`src/rtl/vga_pattern_engine.sv`:
```
// VGA timing generator with a selectable test pattern (solid, colour bars, checkerboard, gradient).
// Optional build macro VGA_BORDER_EN forces a one-pixel all-ones frame border around the visible area.
module vga_pattern_engine #(
    parameter int   H_ACTIVE = 640,
    parameter int   H_FP     = 16,
    parameter int   H_SYNC   = 96,
    parameter int   H_BP     = 48,
    parameter int   V_ACTIVE = 480,
    parameter int   V_FP     = 10,
    parameter int   V_SYNC   = 2,
    parameter int   V_BP     = 33,
    parameter logic HS_POL   = 1'b0,
    parameter logic VS_POL   = 1'b0,
    parameter int   COLOR_W  = 4,
    parameter int   CHK_LOG2 = 5,
    parameter int   XY_W     = 11
) (
    input  logic                   iVGA_CLK,
    input  logic                   iRST_n,
    input  logic [1:0]             iMode,
    input  logic [3*COLOR_W-1:0]   iSolid,
    output logic                   oHS,
    output logic                   oVS,
    output logic                   oDE,
    output logic [COLOR_W-1:0]     oRed,
    output logic [COLOR_W-1:0]     oGreen,
    output logic [COLOR_W-1:0]     oBlue,
    output logic [XY_W-1:0]        oX,
    output logic [XY_W-1:0]        oY,
    output logic [15:0]            oFrame
);

    localparam int H_TOTAL = H_ACTIVE + H_FP + H_SYNC + H_BP;
    localparam int V_TOTAL = V_ACTIVE + V_FP + V_SYNC + V_BP;
    localparam int BAR_W   = H_ACTIVE / 8;
    localparam int RGB_W   = 3 * COLOR_W;

    localparam logic [XY_W-1:0] H_LAST   = XY_W'(H_TOTAL - 1);
    localparam logic [XY_W-1:0] V_LAST   = XY_W'(V_TOTAL - 1);
    localparam logic [XY_W-1:0] H_ACT    = XY_W'(H_ACTIVE);
    localparam logic [XY_W-1:0] V_ACT    = XY_W'(V_ACTIVE);
    localparam logic [XY_W-1:0] HS_START = XY_W'(H_ACTIVE + H_FP);
    localparam logic [XY_W-1:0] HS_END   = XY_W'(H_ACTIVE + H_FP + H_SYNC);
    localparam logic [XY_W-1:0] VS_START = XY_W'(V_ACTIVE + V_FP);
    localparam logic [XY_W-1:0] VS_END   = XY_W'(V_ACTIVE + V_FP + V_SYNC);
    localparam logic [XY_W-1:0] BAR_LAST = XY_W'(BAR_W - 1);

    // Counters and per-frame latched configuration
    logic [XY_W-1:0]  r_h_cnt;
    logic [XY_W-1:0]  r_v_cnt;
    logic [XY_W-1:0]  r_bar_pos;
    logic [2:0]       r_bar_idx;
    logic [1:0]       r_mode;
    logic [RGB_W-1:0] r_solid;
    logic [15:0]      r_frame;

    logic w_h_last;
    logic w_v_last;
    logic w_frame_end;

    assign w_h_last    = (r_h_cnt == H_LAST);
    assign w_v_last    = (r_v_cnt == V_LAST);
    assign w_frame_end = w_h_last && w_v_last;

    always_ff @(posedge iVGA_CLK or negedge iRST_n) begin
        if (!iRST_n) begin
            r_h_cnt   <= '0;
            r_v_cnt   <= '0;
            r_bar_pos <= '0;
            r_bar_idx <= '0;
            r_mode    <= '0;
            r_solid   <= '0;
            r_frame   <= '0;
        end else begin
            if (w_h_last) begin
                r_h_cnt <= '0;
                r_v_cnt <= w_v_last ? '0 : r_v_cnt + 1'b1;
            end else begin
                r_h_cnt <= r_h_cnt + 1'b1;
            end

            // Bar tracker follows h_cnt; it saturates at bar 7 for any remainder pixels
            if (w_h_last) begin
                r_bar_pos <= '0;
                r_bar_idx <= '0;
            end else if (r_bar_pos == BAR_LAST) begin
                r_bar_pos <= '0;
                if (r_bar_idx != 3'd7) begin
                    r_bar_idx <= r_bar_idx + 3'd1;
                end
            end else begin
                r_bar_pos <= r_bar_pos + 1'b1;
            end

            if (w_frame_end) begin
                r_mode  <= iMode;
                r_solid <= iSolid;
                r_frame <= r_frame + 16'd1;
            end
        end
    end

    // Stage 1: decode the current counts
    logic               w_de;
    logic               w_hs_act;
    logic               w_vs_act;
    logic               w_chk;
    logic [COLOR_W-1:0] w_grad;

    assign w_de     = (r_h_cnt < H_ACT) && (r_v_cnt < V_ACT);
    assign w_hs_act = (r_h_cnt >= HS_START) && (r_h_cnt < HS_END);
    assign w_vs_act = (r_v_cnt >= VS_START) && (r_v_cnt < VS_END);
    assign w_chk    = r_h_cnt[CHK_LOG2] ^ r_v_cnt[CHK_LOG2];

    generate
        if (XY_W >= COLOR_W + 4) begin : g_grad_full
            assign w_grad = r_h_cnt[COLOR_W+3:4];
        end else if (XY_W > 4) begin : g_grad_pad
            assign w_grad = {{(COLOR_W + 4 - XY_W){1'b0}}, r_h_cnt[XY_W-1:4]};
        end else begin : g_grad_zero
            assign w_grad = '0;
        end
    endgenerate

    logic               r_s1_de;
    logic               r_s1_hs;
    logic               r_s1_vs;
    logic               r_s1_chk;
    logic [2:0]         r_s1_bar;
    logic [COLOR_W-1:0] r_s1_grad;
    logic [1:0]         r_s1_mode;
    logic [RGB_W-1:0]   r_s1_solid;
    logic [XY_W-1:0]    r_s1_x;
    logic [XY_W-1:0]    r_s1_y;

`ifdef VGA_BORDER_EN
    logic w_border;
    logic r_s1_border;

    assign w_border = (r_h_cnt == '0) || (r_h_cnt == XY_W'(H_ACTIVE - 1)) ||
                      (r_v_cnt == '0) || (r_v_cnt == XY_W'(V_ACTIVE - 1));

    always_ff @(posedge iVGA_CLK or negedge iRST_n) begin
        if (!iRST_n) begin
            r_s1_border <= 1'b0;
        end else begin
            r_s1_border <= w_border;
        end
    end
`endif

    always_ff @(posedge iVGA_CLK or negedge iRST_n) begin
        if (!iRST_n) begin
            r_s1_de    <= 1'b0;
            r_s1_hs    <= ~HS_POL;
            r_s1_vs    <= ~VS_POL;
            r_s1_chk   <= 1'b0;
            r_s1_bar   <= '0;
            r_s1_grad  <= '0;
            r_s1_mode  <= '0;
            r_s1_solid <= '0;
            r_s1_x     <= '0;
            r_s1_y     <= '0;
        end else begin
            r_s1_de    <= w_de;
            r_s1_hs    <= w_hs_act ? HS_POL : ~HS_POL;
            r_s1_vs    <= w_vs_act ? VS_POL : ~VS_POL;
            r_s1_chk   <= w_chk;
            r_s1_bar   <= r_bar_idx;
            r_s1_grad  <= w_grad;
            r_s1_mode  <= r_mode;
            r_s1_solid <= r_solid;
            r_s1_x     <= r_h_cnt;
            r_s1_y     <= r_v_cnt;
        end
    end

    // Stage 2: pick the pattern colour and register every output together
    logic [2:0]       w_bar_rgb;
    logic [RGB_W-1:0] w_pix;

    always_comb begin
        w_bar_rgb = 3'b000;
        case (r_s1_bar)
            3'd0:    w_bar_rgb = 3'b111;
            3'd1:    w_bar_rgb = 3'b110;
            3'd2:    w_bar_rgb = 3'b011;
            3'd3:    w_bar_rgb = 3'b010;
            3'd4:    w_bar_rgb = 3'b101;
            3'd5:    w_bar_rgb = 3'b100;
            3'd6:    w_bar_rgb = 3'b001;
            default: w_bar_rgb = 3'b000;
        endcase
    end

    always_comb begin
        w_pix = '0;
        case (r_s1_mode)
            2'd0:    w_pix = r_s1_solid;
            2'd1:    w_pix = {{COLOR_W{w_bar_rgb[2]}}, {COLOR_W{w_bar_rgb[1]}}, {COLOR_W{w_bar_rgb[0]}}};
            2'd2:    w_pix = {RGB_W{r_s1_chk}};
            default: w_pix = {r_s1_grad, r_s1_grad, r_s1_grad};
        endcase
`ifdef VGA_BORDER_EN
        if (r_s1_border) begin
            w_pix = '1;
        end
`endif
        if (!r_s1_de) begin
            w_pix = '0;
        end
    end

    logic             r_hs;
    logic             r_vs;
    logic             r_de;
    logic [RGB_W-1:0] r_rgb;
    logic [XY_W-1:0]  r_x;
    logic [XY_W-1:0]  r_y;

    always_ff @(posedge iVGA_CLK or negedge iRST_n) begin
        if (!iRST_n) begin
            r_hs  <= ~HS_POL;
            r_vs  <= ~VS_POL;
            r_de  <= 1'b0;
            r_rgb <= '0;
            r_x   <= '0;
            r_y   <= '0;
        end else begin
            r_hs  <= r_s1_hs;
            r_vs  <= r_s1_vs;
            r_de  <= r_s1_de;
            r_rgb <= w_pix;
            r_x   <= r_s1_x;
            r_y   <= r_s1_y;
        end
    end

    assign oHS    = r_hs;
    assign oVS    = r_vs;
    assign oDE    = r_de;
    assign oRed   = r_rgb[RGB_W-1:2*COLOR_W];
    assign oGreen = r_rgb[2*COLOR_W-1:COLOR_W];
    assign oBlue  = r_rgb[COLOR_W-1:0];
    assign oX     = r_x;
    assign oY     = r_y;
    assign oFrame = r_frame;

endmodule

```
`config.mk`:
```
export PLATFORM = sky130hd
export DESIGN_NAME = vga_pattern_engine
export DESIGN_NICKNAME = d
export VERILOG_FILES = /design/src/rtl/vga_pattern_engine.sv
export SDC_FILE = /design/constraint.sdc
export NUM_CORES = 1
export LEC_CHECK = 0
export ABC_AREA = 0
export BUFFER_PORTS_ARGS = -buffer_cell sky130_fd_sc_hd__buf_4
export CAP_MARGIN = 20
export CORE_AREA = 2 2 99 120
export CTS_CLUSTER_DIAMETER = 60
export DETAILED_ROUTE_END_ITERATION = 7
export DIE_AREA = 0 0 101 122
export GPL_ROUTABILITY_DRIVEN = 0
export GPL_TIMING_DRIVEN = 1
export HOLD_SLACK_MARGIN = 0.03
export PLACE_DENSITY = 0.7
export SLEW_MARGIN = 20
export SYNTH_ARGS = -nofsm -noshare
export SYNTH_HDL_FRONTEND = slang
export SYNTH_SLANG_ARGS = --single-unit
export TNS_END_PERCENT = 5
```
`constraint.sdc`:
```
create_clock -name iVGA_CLK -period 5.9 [get_ports iVGA_CLK]
set_clock_uncertainty 0.15 [all_clocks]
set_input_delay 0.295 -clock iVGA_CLK [delete_from_list [all_inputs] [get_ports iVGA_CLK]]
set_output_delay 0.295 -clock iVGA_CLK [all_outputs]
set_load 0.005 [all_outputs]
```
==> results.md <==
* Status: finished, final reports clean
* Cell variety after synth at 49
* Number of clock sinks at 146
* RSZ-0062 raised after global routing: false
* Initial DRC count at between 150 and 200
* Vias at ~3400
* Flop pwr share at around 47%
* Multi-input gate area at 1747 µm²
* Area share of the largest cell type after synthesis at about 65%
* IO Count at 69
* Area growth syn-to-layout at 25.23%
* Final hold violation count at 0
* Worst hold-check path type: reg2reg
* Num rows at 43
* Wire per inst at 14.77 µm
* Post-synth EDFFs at 0
* Fmax at just under 400 MHz
* Logic pwr share at under 10%
* Sequential area share after synthesis at 66.45%
* I/O Buffers at 68
* Starting Density at between 40% and 50%
* Final Cycle Share at between 40% and 50%
* Routed WL at around 9700 µm
* Total Power at roughly 2100 µW
* Via/cell ratio at about 5.2
* Worst path slowest cell: nor2_4
* Final #Nets at 531
* CTS buffer count at 17
* Max-cap violations at 0
* Ys Warns at 0
* Die W at around 100 µm
* CP cell instances: ha_1, and4_1, nand3_1, nor2_4, mux2_2
* #FFs+latches synth at approximately 150
* CTS tree: done
* Pwr dens at roughly 310 nW/µm²
* Worst Path Buf+Inv at 0
* CP startpoint: r_h_cnt[0]$_DFF_PN0_
* Internal cell power at 1715 µW
* Delay-heaviest family, CP: simple AND/OR/NAND/NOR gates
* Max FO, Critical Path at 16
* Leakage at 0.003429 µW
* Clock Tree Root: clkbuf_16
* Ant. Diodes at 0
* Total area of sequential cells at about 3700 µm²
* NetSw at between 300 and 400 µW
* DRT Pass-1 Iters at 5
* DIE AREA at ~12000 µm²
* Reg2reg start: r_h_cnt[0]$_DFF_PN0_
* Setup repair bufs after CTS at 0
* Syn Area/Cell at approximately 13 µm²
* FILL cells at approximately 900
* CP startpoint kind: register
* Async SR Flop Fraction at 100.0%
* Switching Fraction at between 10% and 20%
* Die H at approximately 120 µm
* H-tree levels at 4
* Post-DP HPWL at about 6300 µm
* GRT overflow at 0
* Max-slew violations at 0
* Tot GR Track Use at 17.38%
* Hold wc startpoint: r_s1_x[2]$_DFF_PN0_
* Net Count, Synth at 440
* Core area at around 11000 µm²
* Worst Path Required at 6.05 ns
* Remaining DRCs at 0
* Initial antenna violation count at 0
* Layout cell share with drive strength beyond 1 at between 20% and 30%
* Setup violations, final at 0
* Yosys top cell by area: dfrtp_1
* Prevailing post-synth register cell: dfrtp_1
* Global-route wire length before repair at around 16000 µm
* Slowest cell delay on critical path at around 0.48 ns
* Clk pin slew, worst setup/hold paths at approximately 0.060 ns
* Clk_lat worst skew at between 0.4 and 0.5 ns
* Rel. slew slack at about two fifths
* Worst IR drop on VDD at ~190 µV
* Clock period minus worst slack at around 2.5 ns
* Worst-Margin Slew at around 0.92 ns
* Mapped Area at around 5500 µm²
* Largest net degree at the start of global routing at between 70 and 80
* Post-CTS sizing at 0
* Antenna Nets Post-Route at 0
* Synth top area cells: dfrtp_1 65%, mux2_2 3.5%, xor2_1 3.3%
* Crit path kind: reg2reg
* Number of global-route vias before repair at between 3000 and 4000
* Longest Clk Path Bufs at 2
* Clk pwr share at a little over 50%
* Critical path capture point type: register
* Syn Inst Count at ~420
* TNS Setup at 0 ns
* WP data arrival at approximately 2.7 ns
## cells in the mapped netlist (11+ instances only)
master	instances
a21oi_1	19
dfrtp_1	142
inv_1	11
mux2_2	17
nand2_1	14
nand2b_1	12
nand3_1	14
nand4_1	11
nor2_1	33
nor4_1	11
o21a_1	14
xnor2_1	17
xor2_1	21
## flip-flops by register name, indices dropped and copies added, names as in the netlist, 2 cells and up
name and cells:
r_mode 2, r_solid 12, r_bar_idx 3, r_rgb 12, oX 11, r_s1_mode 2
r_s1_solid 12, oFrame 16, r_s1_y 11, r_s1_bar 3, r_v_cnt 11, r_s1_x 11
r_bar_pos 11, r_h_cnt 11, oY 11
## power groups by stage
stage / clock network (µW) / registers, µW / logic (µW)
after global placement: 0 / 1020 / 27.9
after floorplan: 0 / 1020 / 0.0790
after CTS: 1100 / 1000 / 36.2
after detailed placement: 0 / 1020 / 28.2
final: 1080 / 1000 / 34.6
after global routing: 1140 / 1000 / 39.8
## logic make-up after synthesis
| kind of cell | share of synthesized area [%] |
|---|---|
| AOI/OAI and AO/OA | 4.818 |
| xor gates and xnor gates | 6.045 |
| adders and majority gates | 1.591 |
| DFF | 66.45 |
| and+or+nand+nor | 15.25 |
| buffers and inverters | 1.818 |
| muxes | 4.023 |
## metrics by stage
step | area, µm² | hold slack [ns] | instances | util [%] | setup slack (ns)
6_report | 6894 | 0.1954 | 656 | 61.02 | 3.364
5_1_grt | 6894 | 0.2031 | 656 | 61.02 | 3.171
4_1_cts | 6894 | 0.1960 | 656 | 61.02 | 3.366
3_5_place_dp | 6137 | 0.1847 | 609 | 54.32 | 3.391
3_3_place_gp | 6137 | 0.1792 | 609 | 54.32 | 3.481
2_1_floorplan | 5505 | -0.1506 | 417 | - | 3.759
## placed cells by master, fill, tap and decap left out, types with 2 or more instances in the layout
cell type and count:
ha_1 7, dfrtp_1 142, mux2_2 17, xor2_1 21
buf_4 68, clkbuf_16 17, and4_1 3, and2_1 6
and4bb_2 2, nand3_1 14, nor2_1 33, a21oi_1 19
nor3_1 6, and3_1 10, nand2b_1 12, nor2b_1 4
nor4_1 11, clkbuf_8 3, clkbuf_1 4, dlygate4sd3_1 15
o21ai_0 3, inv_1 11, nand4_1 11, nand2_1 14
dfstp_2 4, clkinv_2 2, bufinv_16 3, o21a_1 14
xnor2_1 17, mux2i_1 3
## routing by layer
metal | share of wire, % | wire [µm] | vias to the layer above | GRT usage [%]
met1 | 43 | 4155 | 1686 | 22.23
met5 | 0 | 0 | - | 0
li1 | - | - | 1617 | -
met4 | 1.5 | 145 | 0 | 6.672
met2 | 51 | 4968 | 81 | 27.92
met3 | 4.3 | 417 | 12 | 5.336
## cell type report
| cell class | instances | area share [%] |
|---|---|---|
| sequential | 146 | 53.07 |
| multi-input combinational | 248 | 25.34 |
| timing repair buffer | 84 | 9.746 |
| clock buffer | 24 | 6.987 |
| tap | 135 | 2.450 |
| clock inverter | 8 | 1.815 |
| inverter | 11 | 0.5989 |
## final timing paths
kind,to,slack [ns],cells after the start
hold reg to reg,oX[2]$_DFF_PN0_,0.20,0
setup / recovery,r_solid[5]$_DFFE_PN0P_,3.36,5
hold / removal,oX[2]$_DFF_PN0_,0.20,0
max in group asynchronous,r_h_cnt[7]$_DFF_PN0_,3.95,3
setup reg to reg,r_solid[5]$_DFFE_PN0P_,3.36,5
min in group asynchronous,oY[7]$_DFF_PN0_,0.30,2
## timing repair
| action | CTS | global route |
|---|---|---|
| setup endpoints to repair | 0 | 0 |
| endpoints found under the hold margin | 79 | 0 |
| hold buffers | 15 | 0 |
Note: power is estimated with default switching activity, not from simulation.
